<file path="config.mk">
export PLATFORM = sky130hd
export DESIGN_NAME = mem_ctrl
export DESIGN_NICKNAME = d
export VERILOG_FILES = /design/src/rtl/mem_ctrl.sv
export SDC_FILE = /design/constraint.sdc
export NUM_CORES = 1
export LEC_CHECK = 0
export BUFFER_PORTS_ARGS = -buffer_cell sky130_fd_sc_hd__buf_4
export CORE_MARGIN = 8
export CORE_UTILIZATION = 45
export CTS_BUF_LIST = sky130_fd_sc_hd__clkbuf_16
export CTS_CLUSTER_DIAMETER = 40
export CTS_CLUSTER_SIZE = 40
export DETAILED_ROUTE_END_ITERATION = 10
export MAX_ROUTING_LAYER = met4
export PLACE_DENSITY = 0.71
export SYNTH_ARGS = -nofsm -noshare
export SYNTH_HDL_FRONTEND = slang
export SYNTH_SLANG_ARGS = --single-unit
</file>
<file path="constraint.sdc">
create_clock -name clk -period 2.8 [get_ports clk]
set_input_delay 0.28 -clock clk [delete_from_list [all_inputs] [get_ports clk]]
set_output_delay 0.28 -clock clk [all_outputs]
set_load 0.005 [all_outputs]
</file>
<file path="src/rtl/mem_ctrl.sv">
// Byte-serial load/store controller between the MEM stage and an 8-bit synchronous RAM.
// Accesses of 1, 2 or 4 bytes are issued one byte per cycle; loads are assembled and extended.
module mem_ctrl (
   input  logic        clk,
   input  logic        rst,
   input  logic        req_i,
   input  logic        we_i,
   input  logic [31:0] addr_i,
   input  logic [1:0]  size_i,
   input  logic        unsigned_i,
   input  logic [31:0] wdata_i,
   output logic        busy_o,
   output logic        done_o,
   output logic [31:0] rdata_o,
   output logic [31:0] ram_addr_o,
   output logic        ram_we_o,
   output logic [7:0]  ram_dout_o,
   input  logic [7:0]  ram_din_i
);

   typedef enum logic [1:0] {StIdle, StWrite, StRead, StDone} state_e;

   state_e      state_q;
   logic [31:0] addr_q;
   logic [31:0] wdata_q;
   logic [31:0] asm_q;
   logic        unsigned_q;
   logic [2:0]  n_q;
   logic [2:0]  k_q;

   logic [2:0]  n_req;
   logic [2:0]  k_nxt;
   logic [2:0]  k_prev;
   logic [31:0] addr_nxt;
   logic [7:0]  wbyte_nxt;
   logic [31:0] asm_merged;
   logic [31:0] load_ext;
   logic        sign8;
   logic        sign16;

   always_comb begin
      unique case (size_i)
         2'b00:   n_req = 3'd1;
         2'b01:   n_req = 3'd2;
         default: n_req = 3'd4;
      endcase
   end

   assign k_nxt    = k_q + 3'd1;
   assign k_prev   = k_q - 3'd1;
   assign addr_nxt = addr_q + {29'd0, k_nxt};

   always_comb begin
      unique case (k_nxt[1:0])
         2'd0:    wbyte_nxt = wdata_q[7:0];
         2'd1:    wbyte_nxt = wdata_q[15:8];
         2'd2:    wbyte_nxt = wdata_q[23:16];
         default: wbyte_nxt = wdata_q[31:24];
      endcase
   end

   // Byte presented one cycle earlier arrives now; k = 0 has nothing to capture yet.
   always_comb begin
      asm_merged = asm_q;
      if (k_q != 3'd0) begin
         unique case (k_prev[1:0])
            2'd0:    asm_merged[7:0]   = ram_din_i;
            2'd1:    asm_merged[15:8]  = ram_din_i;
            2'd2:    asm_merged[23:16] = ram_din_i;
            default: asm_merged[31:24] = ram_din_i;
         endcase
      end
   end

   assign sign8  = ~unsigned_q & asm_merged[7];
   assign sign16 = ~unsigned_q & asm_merged[15];

   always_comb begin
      unique case (n_q)
         3'd1:    load_ext = {{24{sign8}}, asm_merged[7:0]};
         3'd2:    load_ext = {{16{sign16}}, asm_merged[15:0]};
         default: load_ext = asm_merged;
      endcase
   end

   always_ff @(posedge clk) begin
      if (rst) begin
         state_q    <= StIdle;
         addr_q     <= '0;
         wdata_q    <= '0;
         asm_q      <= '0;
         unsigned_q <= 1'b0;
         n_q        <= '0;
         k_q        <= '0;
         busy_o     <= 1'b0;
         done_o     <= 1'b0;
         rdata_o    <= '0;
         ram_addr_o <= '0;
         ram_we_o   <= 1'b0;
         ram_dout_o <= '0;
      end else begin
         unique case (state_q)
            StIdle: begin
               done_o <= 1'b0;
               if (req_i) begin
                  addr_q     <= addr_i;
                  wdata_q    <= wdata_i;
                  unsigned_q <= unsigned_i;
                  n_q        <= n_req;
                  k_q        <= 3'd0;
                  asm_q      <= '0;
                  busy_o     <= 1'b1;
                  ram_addr_o <= addr_i;
                  if (we_i) begin
                     state_q    <= StWrite;
                     ram_we_o   <= 1'b1;
                     ram_dout_o <= wdata_i[7:0];
                  end else begin
                     state_q <= StRead;
                  end
               end
            end
            StWrite: begin
               if (k_q == n_q - 3'd1) begin
                  state_q    <= StDone;
                  done_o     <= 1'b1;
                  ram_we_o   <= 1'b0;
                  ram_addr_o <= '0;
                  ram_dout_o <= '0;
               end else begin
                  k_q        <= k_nxt;
                  ram_addr_o <= addr_nxt;
                  ram_dout_o <= wbyte_nxt;
               end
            end
            StRead: begin
               asm_q <= asm_merged;
               if (k_q == n_q) begin
                  state_q    <= StDone;
                  done_o     <= 1'b1;
                  rdata_o    <= load_ext;
                  ram_addr_o <= '0;
               end else begin
                  k_q        <= k_nxt;
                  // Final read cycle only collects the last byte; no address goes out.
                  ram_addr_o <= (k_nxt < n_q) ? addr_nxt : 32'd0;
               end
            end
            StDone: begin
               state_q <= StIdle;
               done_o  <= 1'b0;
               busy_o  <= 1'b0;
            end
            default: state_q <= StIdle;
         endcase
      end
   end

endmodule

</file>
# Word level (Yosys, flattened, before mapping)
# Cells that the tools add are included.
dict set report totals {
  mem_bits_rw 0
  rom_bits 0
  latch_bits 0
  memories 0
  ff_bits 180
  in_bits 79
  output_inout_bits 75
}
dict set report op_classes {
  shifts 0
  div_mod_pow 0
  n_bitwise 3
  n_addsub 4
  mux 37
  n_eq_ne 18
  magnitude_cmp 1
  n_reduce_logical 21
  n_mul 0
}
# op n
set op_table {}
lappend op_table {{$mux W32} 6}
lappend op_table {{$pmux W32 S2} 2}
lappend op_table {{$pmux W32 S3} 1}
lappend op_table {{$mux W8} 7}
lappend op_table {{$add A32 B3 Y32} 1}
lappend op_table {{$pmux W8 S3} 1}
lappend op_table {{$pmux W8 S2} 1}
lappend op_table {{$ne A2 B2 Y1 const B} 6}
lappend op_table {{$reduce_and A2 Y1} 6}
lappend op_table {{$mux W3} 3}
lappend op_table {{$pmux W3 S3} 1}
lappend op_table {{$eq A2 B1 Y1 const B} 4}
lappend op_table {{$eq A2 B2 Y1 const B} 4}
lappend op_table {{$logic_not A2 Y1} 4}
lappend op_table {{$mux W2} 4}
lappend op_table {{$pmux W2 S4} 1}
lappend op_table {{$reduce_and A4 Y1} 2}
lappend op_table {{$eq A3 B3 Y1} 2}
lappend op_table {{$mux W1} 6}
lappend op_table {{$pmux W3 S2} 1}
lappend op_table {{$reduce_and A3 Y1} 2}
lappend op_table {{$reduce_bool A2 Y1} 3}
lappend op_table {{$reduce_bool A3 Y1} 2}
lappend op_table {{$pmux W1 S2} 2}
lappend op_table {{11 further kinds} 12}

# Longest topological paths before layout
# Gate-level depths: netlist (run 1).
dict set report logic_depth {
  depth_word 7
  mapped_depth 9
  depth_no_buf 8
}

# Worst setup path after synthesis (run 1)
# Ideal clock, no wire load.
dict set report synth_path {
  path_type {reg2reg}
  start {reg k_q[1]}
  end {reg ram_addr_o[13]}
  period_less_slack_ns 2.428
  setup_slack_ns 0.372
  required_ns 2.714
  path_stages_with_launch 10
  n_path_buf 1
  arrival_ns 2.343
  path_cell_list {dfxtp_1 > ha_1 > xor2_1 > ha_1 > and3_1 > o211ai_2 > clkbuf_1 > o21a_1 > o21ai_0 > a211oi_1}
}
dict set report synth_between {
  elab_chain_cells 5
  elab_cells_between_ends 9
  cone_classes {add/sub: 2; order compare: 1; eq/ne: 2; mux: 4}
}
# item line_no
set synth_rtl {}
lappend synth_rtl {{from (decl)} 29} ;# logic [2:0] k_q;
lappend synth_rtl {{from (signal assigned)} 131} ;# k_q <= k_nxt;
lappend synth_rtl {{from (signal assigned)} 144} ;# k_q <= k_nxt;
lappend synth_rtl {{$add A3 B1 Y3} 49} ;# assign k_nxt = k_q + 3'd1;
lappend synth_rtl {{$add A32 B3 Y32 or $lt A3 B3 Y1 (tied branches)} {51, 146}}
lappend synth_rtl {{$mux W32} 146} ;# ram_addr_o <= (k_nxt < n_q) ? addr_nxt : 32'd0;
lappend synth_rtl {{$mux W32} 138} ;# if (k_q == n_q) begin
lappend synth_rtl {{$pmux W32 S3 *} 102} ;# unique case (state_q)
lappend synth_rtl {{to (signal assigned)} 113} ;# ram_addr_o <= addr_i;
lappend synth_rtl {{to (signal assigned)} 132} ;# ram_addr_o <= addr_nxt;
lappend synth_rtl {{to (signal assigned)} 146}
lappend synth_rtl {{to (decl)} 15} ;# output logic [31:0] ram_addr_o,
# Mark *: on every way between the ends. The rest lies on a longest branch, timed or not.
# A chain may end at the register's enable or synchronous reset.

# Worst setup path in the final report (run 1)
dict set report layout_path {
  start {reg k_q[0]}
  end {reg ram_addr_o[20]}
}
# Same word-level chain as after synthesis.

==> results of run 1 <==
critical path: stages (launching register included):
cell and delay (ns):
dfxtp_1 0.37, ha_1 0.25, xor2_1 0.17, ha_1 0.41
a21o_1 0.37, nand3_1 0.32, o31a_1 0.33, o21ai_0 0.16
a211oi_1 0.09
sequential cells by signal, indices dropped and copies added (netlist names):
signal and cells:
done_o 1, addr_q 32, wdata_q 32, ram_dout_o 8, unsigned_q 1, rdata_o 32
k_q 3, state_q 2, ram_addr_o 32, busy_o 1, ram_we_o 1, asm_q 32
n_q 3
per-stage QoR:
stage / hold slack (ns) / setup slack, ns / area, um2 / utilization, %
4_1_cts: 0.0724 / 0.240 / 10600 / 56.5
2_1_floorplan: 0.416 / 0.372 / 8600 / -
3_3_place_gp: 0.434 / 0.317 / 9980 / 53.4
6_report: 0.0908 / 0.208 / 10600 / 56.5
5_1_grt: 0.0905 / 0.0227 / 10600 / 56.5
3_5_place_dp: 0.446 / 0.235 / 9980 / 53.4
cell usage in the layout (no fill, tap or decap), types with 7 or more instances in the layout:
cell type and count:
xnor2_1 16, dfxtp_1 180, o21a_1 8, nand4_1 8
o21ai_0 29, a211oi_1 23, a31oi_1 7, inv_1 16
a21oi_1 91, nand3_1 18, o31a_1 8, mux2i_1 27
nor3_1 19, nor4_1 12, nor2_1 125, a222oi_1 8
a311oi_1 23, nand2_1 183, a221oi_2 11, nand2b_1 27
clkbuf_16 17, buf_4 177, a2bb2oi_1 23, a22oi_1 8
ha_1 20
power by group:
part | switching (uW) | leakage [uW] | internal [uW]
Clock | 1020 | 0.000287 | 1390
Combinational | 2450 | 0.00248 | 1830
Sequential | 437 | 0.00147 | 3190
Total | 3910 | 0.00424 | 6400
layout make-up:
cell class,instances,area [um2],area share [%]
clock inverter,15,164,1.55
clock buffer,17,425,4.02
timing repair buffer,181,1410,13.3
inverter,15,56.3,0.533
sequential,180,3600,34.1
multi-input combinational,766,4620,43.7
tap,234,293,2.77
metal layers:
layer | vias to the layer above | global-route usage [%] | routed length [um]
met1 | 3761 | 26.2 | 10800
met4 | 0 | 4.90 | 233
met5 | - | - | 0
met2 | 237 | 34.5 | 12000
met3 | 21 | 4.40 | 1620
li1 | 3925 | - | -
path summary, 6_finish.rpt:
path,from,end,slack [ns],cells past startpoint
worst max-delay path,k_q[0],ram_addr_o[20],0.21,8
worst min-delay path,wdata_i[15],wdata_q[15],0.09,3
worst max register to register,k_q[0],ram_addr_o[20],0.21,8
worst min register to register,asm_q[15],asm_q[15],0.45,2
logic make-up after synthesis:
| group | count (synthesis) | share of synthesized area, % |
|---|---|---|
| adder cells (fa/ha/maj) | 21 | 3.14 |
| XOR/XNOR | 23 | 2.53 |
| multiplexers | 28 | 3.27 |
| buffers and inverters | 94 | 4.51 |
| AO/OA/AOI/OAI | 272 | 22.9 |
| flip-flops | 180 | 41.9 |
| AND/OR/NAND/NOR | 422 | 21.7 |
==> impl_results.md, run 1 <==
* Core region area at 0.0187 mm2
* Clk_lat worst skew at 0.43 ns
* Crit. End Element: register
* Setup CP Type: reg -> reg
* Die height at 154 um
* WL/cell at 17.5 um
* Yosys reg bits at 180
* RSZ-0062 raised after global routing: false
* Post-Synthesis Cells at 1040
* Slew Limit Headroom at 57.7%
* Fin. max-slew vios at 0
* Clk slew on worst S/H paths at 0.07 ns
* N_diodes at 0
* Mapped Area at 0.00860 mm2
* Final net count at 1261
* Share of the synthesized area in the top cell type at 41.9%
* Sequential fraction of the synthesis area at 41.9%
* Kind of path behind the tightest hold check: in -> reg
* ANT nets after route at 0
* Vias in the first global route at 7765
* Average cell area after synthesis at 8.27 um2
* TritonCTS clock tree: yes
* WP data required at 3.10 ns
* Yosys top cell by area: dfxtp_1
* Count leader, synth: nand2_1
* Share of cells above drive strength 1 at 20.1%
* Hold Fails Final Rpt at 0
* Initial DRC count at 620
* Die area at 0.0238 mm2
* Synth-to-layout area growth at 22.9%
* RD Place Congestion at 0.859
* First-pass GRT wire length at 40200 um
* Post-Place Cells at 1376
* Final Routed Wirelength at 24600 um
* Overflow after GRT at 0
* Worst-margin pin slew at 0.631 ns
* Initial antenna violation count at 0
* Peak VDD IR at 0.627 mV
* Max Root-Sink Buffers at 2
* Site Rows at 50
* Fmax at 386 MHz
* Setup-failing EPs final at 0
* Non-Filler Instances at 1408
* Outcome: completed
* Fin crit share at 92.6%
* Syn_nets at 1140
* CTS H-tree depth at 4
* Vias at 7944
* Power Total at 10300 uW
* Port-buffer cells at 153
* Max Cap Violations at 0
* Clock Skews at 0.0111 ns
* Post-cts repair resize count at 0
* Root Driver: clkbuf_16
* Number of flops mapped to enable cells by yosys at 0
* P_leak at 0.00424 uW
* Clock Sink Count at 180
* Fraction of registers with async set/reset at 0%
* CP arrival at 2.89 ns
* I/O pin count at 154
* CP startpoint kind: register
* Minimum clock period at 2.59 ns
* Largest net degree at the start of global routing at 114
* Worst Path Max Fanout at 8
* PwrDens at 975 mW/mm2
* Initial Util at 46.0%
* Ys Warns at 0
* Fillcell total at 1718
* Total Routing Usage GR at 21.0%
* First-pass iteration count of the detailed router at 9
* Final routed DRC violation total at 0
* Top post-synthesis cells by area: dfxtp_1, nand2_1, nor2_1
* CTS Hold Bufs at 0
* Setup TNS at 0 ns
* Commonest cells in the netlist: nand2_1, dfxtp_1, nor2_1
* Synth Flop Type: dfxtp_1
* Drt via density at 5.64
* Post-CTS Setup Bufs at 0
* Die Wd at 154 um
* Inserted Clock Buffers at 17
* Half-perimeter wire length after placement at 16900 um
* Netlist cell types at 64
(Power assumes the default switching activity.)
==> run 2: changes to the inputs <==
--- a/config.mk
+++ b/config.mk
@@ -13,7 +13,7 @@
 export CTS_CLUSTER_SIZE = 40
 export DETAILED_ROUTE_END_ITERATION = 10
 export MAX_ROUTING_LAYER = met4
-export PLACE_DENSITY = 0.71
+export PLACE_DENSITY = 0.67
 export SYNTH_ARGS = -nofsm -noshare
 export SYNTH_HDL_FRONTEND = slang
 export SYNTH_SLANG_ARGS = --single-unit
==> constraint.sdc (replaced) <==
create_clock -name clk -period 2.8 [get_ports clk]
set_input_delay 0.7 -clock clk [delete_from_list [all_inputs] [get_ports clk]]
set_output_delay 0.7 -clock clk [all_outputs]
set_load 0.005 [all_outputs]
==> run 2 against run 1 <==
  * Clock power down 6%
  * Flip-flop and latch count unchanged
  * Maximum frequency up 0.83%
  * Largest cell class unchanged
==> impl_results.md, run 2 (synthesized netlist as in run 1, its figures left out) <==
* CP peak stage delay at 0.45 ns (+0.04 ns)
* Fin worst setup slack at 0.229 ns (+0.0213 ns)
* RSZ-0062 raised after global routing: false
* Post-cts repair resize count at 0 (unchanged)
* Root Driver: clkbuf_16
* Worst Path Max Fanout at 32 (+24)
* R2r startpoint: k_q[0]
* RD Place Congestion at 0.849 (-1.1%)
* Initial DRC count at 509 (-18%)
* CTS Hold Bufs at 0 (unchanged)
* Half-perimeter wire length after placement at 17400 um (+2.8%)
* Final net count at 1267 (+0.48%)
* Hold path start: asm_q[15]
* Vias in the first global route at 7752 (-0.17%)
* CP arrival at 2.92 ns (+0.03 ns)
* First-pass GRT wire length at 39900 um (-0.67%)
* Initial Util at 46.0% (unchanged)
* Slew Limit Headroom at 58.8% (+1.2 points)
* Vias at 7950 (+0.076%)
* Fin. max-slew vios at 0 (unchanged)
* Core region area at 0.0187 mm2 (unchanged)
* Clk slew on worst S/H paths at 0.07 ns (about the same)
* Final routed DRC violation total at 0 (unchanged)
* Commonest non-fill, non-tap cell in the layout: nand2_1
* WL/cell at 17.3 um (-1.3%)
* P_leak at 0.00426 uW (+0.67%)
* Hold Fails Final Rpt at 0 (unchanged)
* PwrDens at 957 mW/mm2 (-1.9%)
* Kind of path behind the tightest hold check: reg -> reg
* Worst-margin pin slew at 0.617 ns (-0.0137 ns)
* First-pass iteration count of the detailed router at 7 (-2)
* Port-buffer cells at 153 (unchanged)
* Most used cell, CP: ha_1
* Final Routed Wirelength at 24400 um (-0.83%)
* CP max stage cell: dfxtp_1
* ANT nets after route at 0 (unchanged)
* Total Routing Usage GR at 20.9% (-0.18 points)
* Outcome: completed
* Peak VDD IR at 0.497 mV (-21%)
* Die area at 0.0238 mm2 (unchanged)
* Clock Sink Count at 180 (unchanged)
* Synth-to-layout area growth at 23.6%
* Fmax at 389 MHz (+0.83%)
* Post-Place Cell Area at 0.0101 mm2 (+0.95%)
* I/O pin count at 154 (unchanged)
* N_diodes at 0 (unchanged)
* Setup CP Type: reg -> reg
* Most frequent cells in the layout: nand2_1, dfxtp_1, buf_4
* Post-place setup slack at 0.258 ns (+0.0229 ns)
* Die height at 154 um (unchanged)
* Setup-failing EPs final at 0 (unchanged)
* WP data required at 3.15 ns (+0.05 ns)
* Setup TNS at 0 ns (unchanged)
* Post-CTS Setup Bufs at 0 (unchanged)
* CP startpoint kind: register
* Clk_lat worst skew at 0.44 ns (about the same)
* Max Root-Sink Buffers at 2 (unchanged)
* Site Rows at 50 (unchanged)
* Critical path origin: k_q[0]
* Crit. End Element: register
* Inserted Clock Buffers at 17 (unchanged)
* Share of cells above drive strength 1 at 20.8% (+0.66 points)
* Drt via density at 5.62 (-0.35%)
* TritonCTS clock tree: yes
* Initial antenna violation count at 0 (unchanged)
* Clock Skews at 0.00700 ns (-0.00406 ns)
* Overflow after GRT at 0 (unchanged)
* Die Wd at 154 um (unchanged)
* CTS H-tree depth at 4 (unchanged)
* Critical path, cell by cell: inv_1 -> ha_1 -> ha_1 -> nor2b_1 -> o21a_1 -> o41ai_4 -> buf_12 -> a21bo_2 -> a211oi_1
* Max Cap Violations at 0 (unchanged)
* Minimum clock period at 2.57 ns (-0.0213 ns)
* Fin crit share at 91.8% (-0.76 points)
* Largest net degree at the start of global routing at 38 (-67%)
* Finished Cell Area at 0.0106 mm2 (+0.52%)
==> run 2: cell count changes in the layout (fill, tap and decap cells not counted), moves of 2 or more <==
cell,change
clkinv_4,+3
inv_8,+3
buf_12,+4
bufinv_16,-3
inv_1,-2
buf_4,+2
==> run 2: final timing paths <==
path,endpoint,slack (ns),depth (start not counted)
max,ram_addr_o[22],0.23,9
min,asm_q[15],0.45,2
max reg2reg,ram_addr_o[22],0.23,9
min reg2reg,asm_q[15],0.45,2
==> run 2: routing by layer <==
| layer | global-route usage (%) | up-vias | part of all wire [%] |
|---|---|---|---|
| li1 | - | 3939 | - |
| met1 | 26.8 | 3725 | 46 |
| met2 | 32.7 | 258 | 46 |
| met3 | 3.82 | 28 | 6.1 |
| met4 | 6.77 | 0 | 1.4 |
| met5 | - | - | 0 |
==> run 2: stage by stage <==
stage               power [uW]  instances  util [%]  hold WS, ns
finish                   10200       1414      56.8        0.450
detailed placement        7980       1382      53.9        0.445
global route             10800       1414      56.8        0.474
global placement          7920       1382      53.9        0.437
CTS                      10200       1414      56.8        0.455
floorplan                 6260       1040         -        0.428
==> run 2: final cells by class <==
cell class | count | area (um2)
inverters | 15 | 56.3
multi-input cells | 766 | 4620
clock inverters | 15 | 124
flip-flops and latches | 180 | 3600
repair buffers | 187 | 1500
fillers | 1714 | 8080
clock buffers | 17 | 425
well taps | 234 | 293
==> run 2: report_power, final <==
| group | leakage (uW) | internal [uW] | total [uW] | switching [uW] |
|---|---|---|---|---|
| clock network | 0.000267 | 1160 | 2260 | 1100 |
| logic | 0.00252 | 1860 | 4290 | 2420 |
| registers | 0.00147 | 3180 | 3620 | 435 |
==> run 2: critical path, delay by kind of cell, from the launching register on <==
| family | cells | cell delay [ns] |
|---|---|---|
| compound gates | 4 | 0.87 |
| fa+ha+maj | 2 | 0.68 |
| flops | 1 | 0.45 |
| buf+inv | 2 | 0.34 |
| simple gates | 1 | 0.13 |
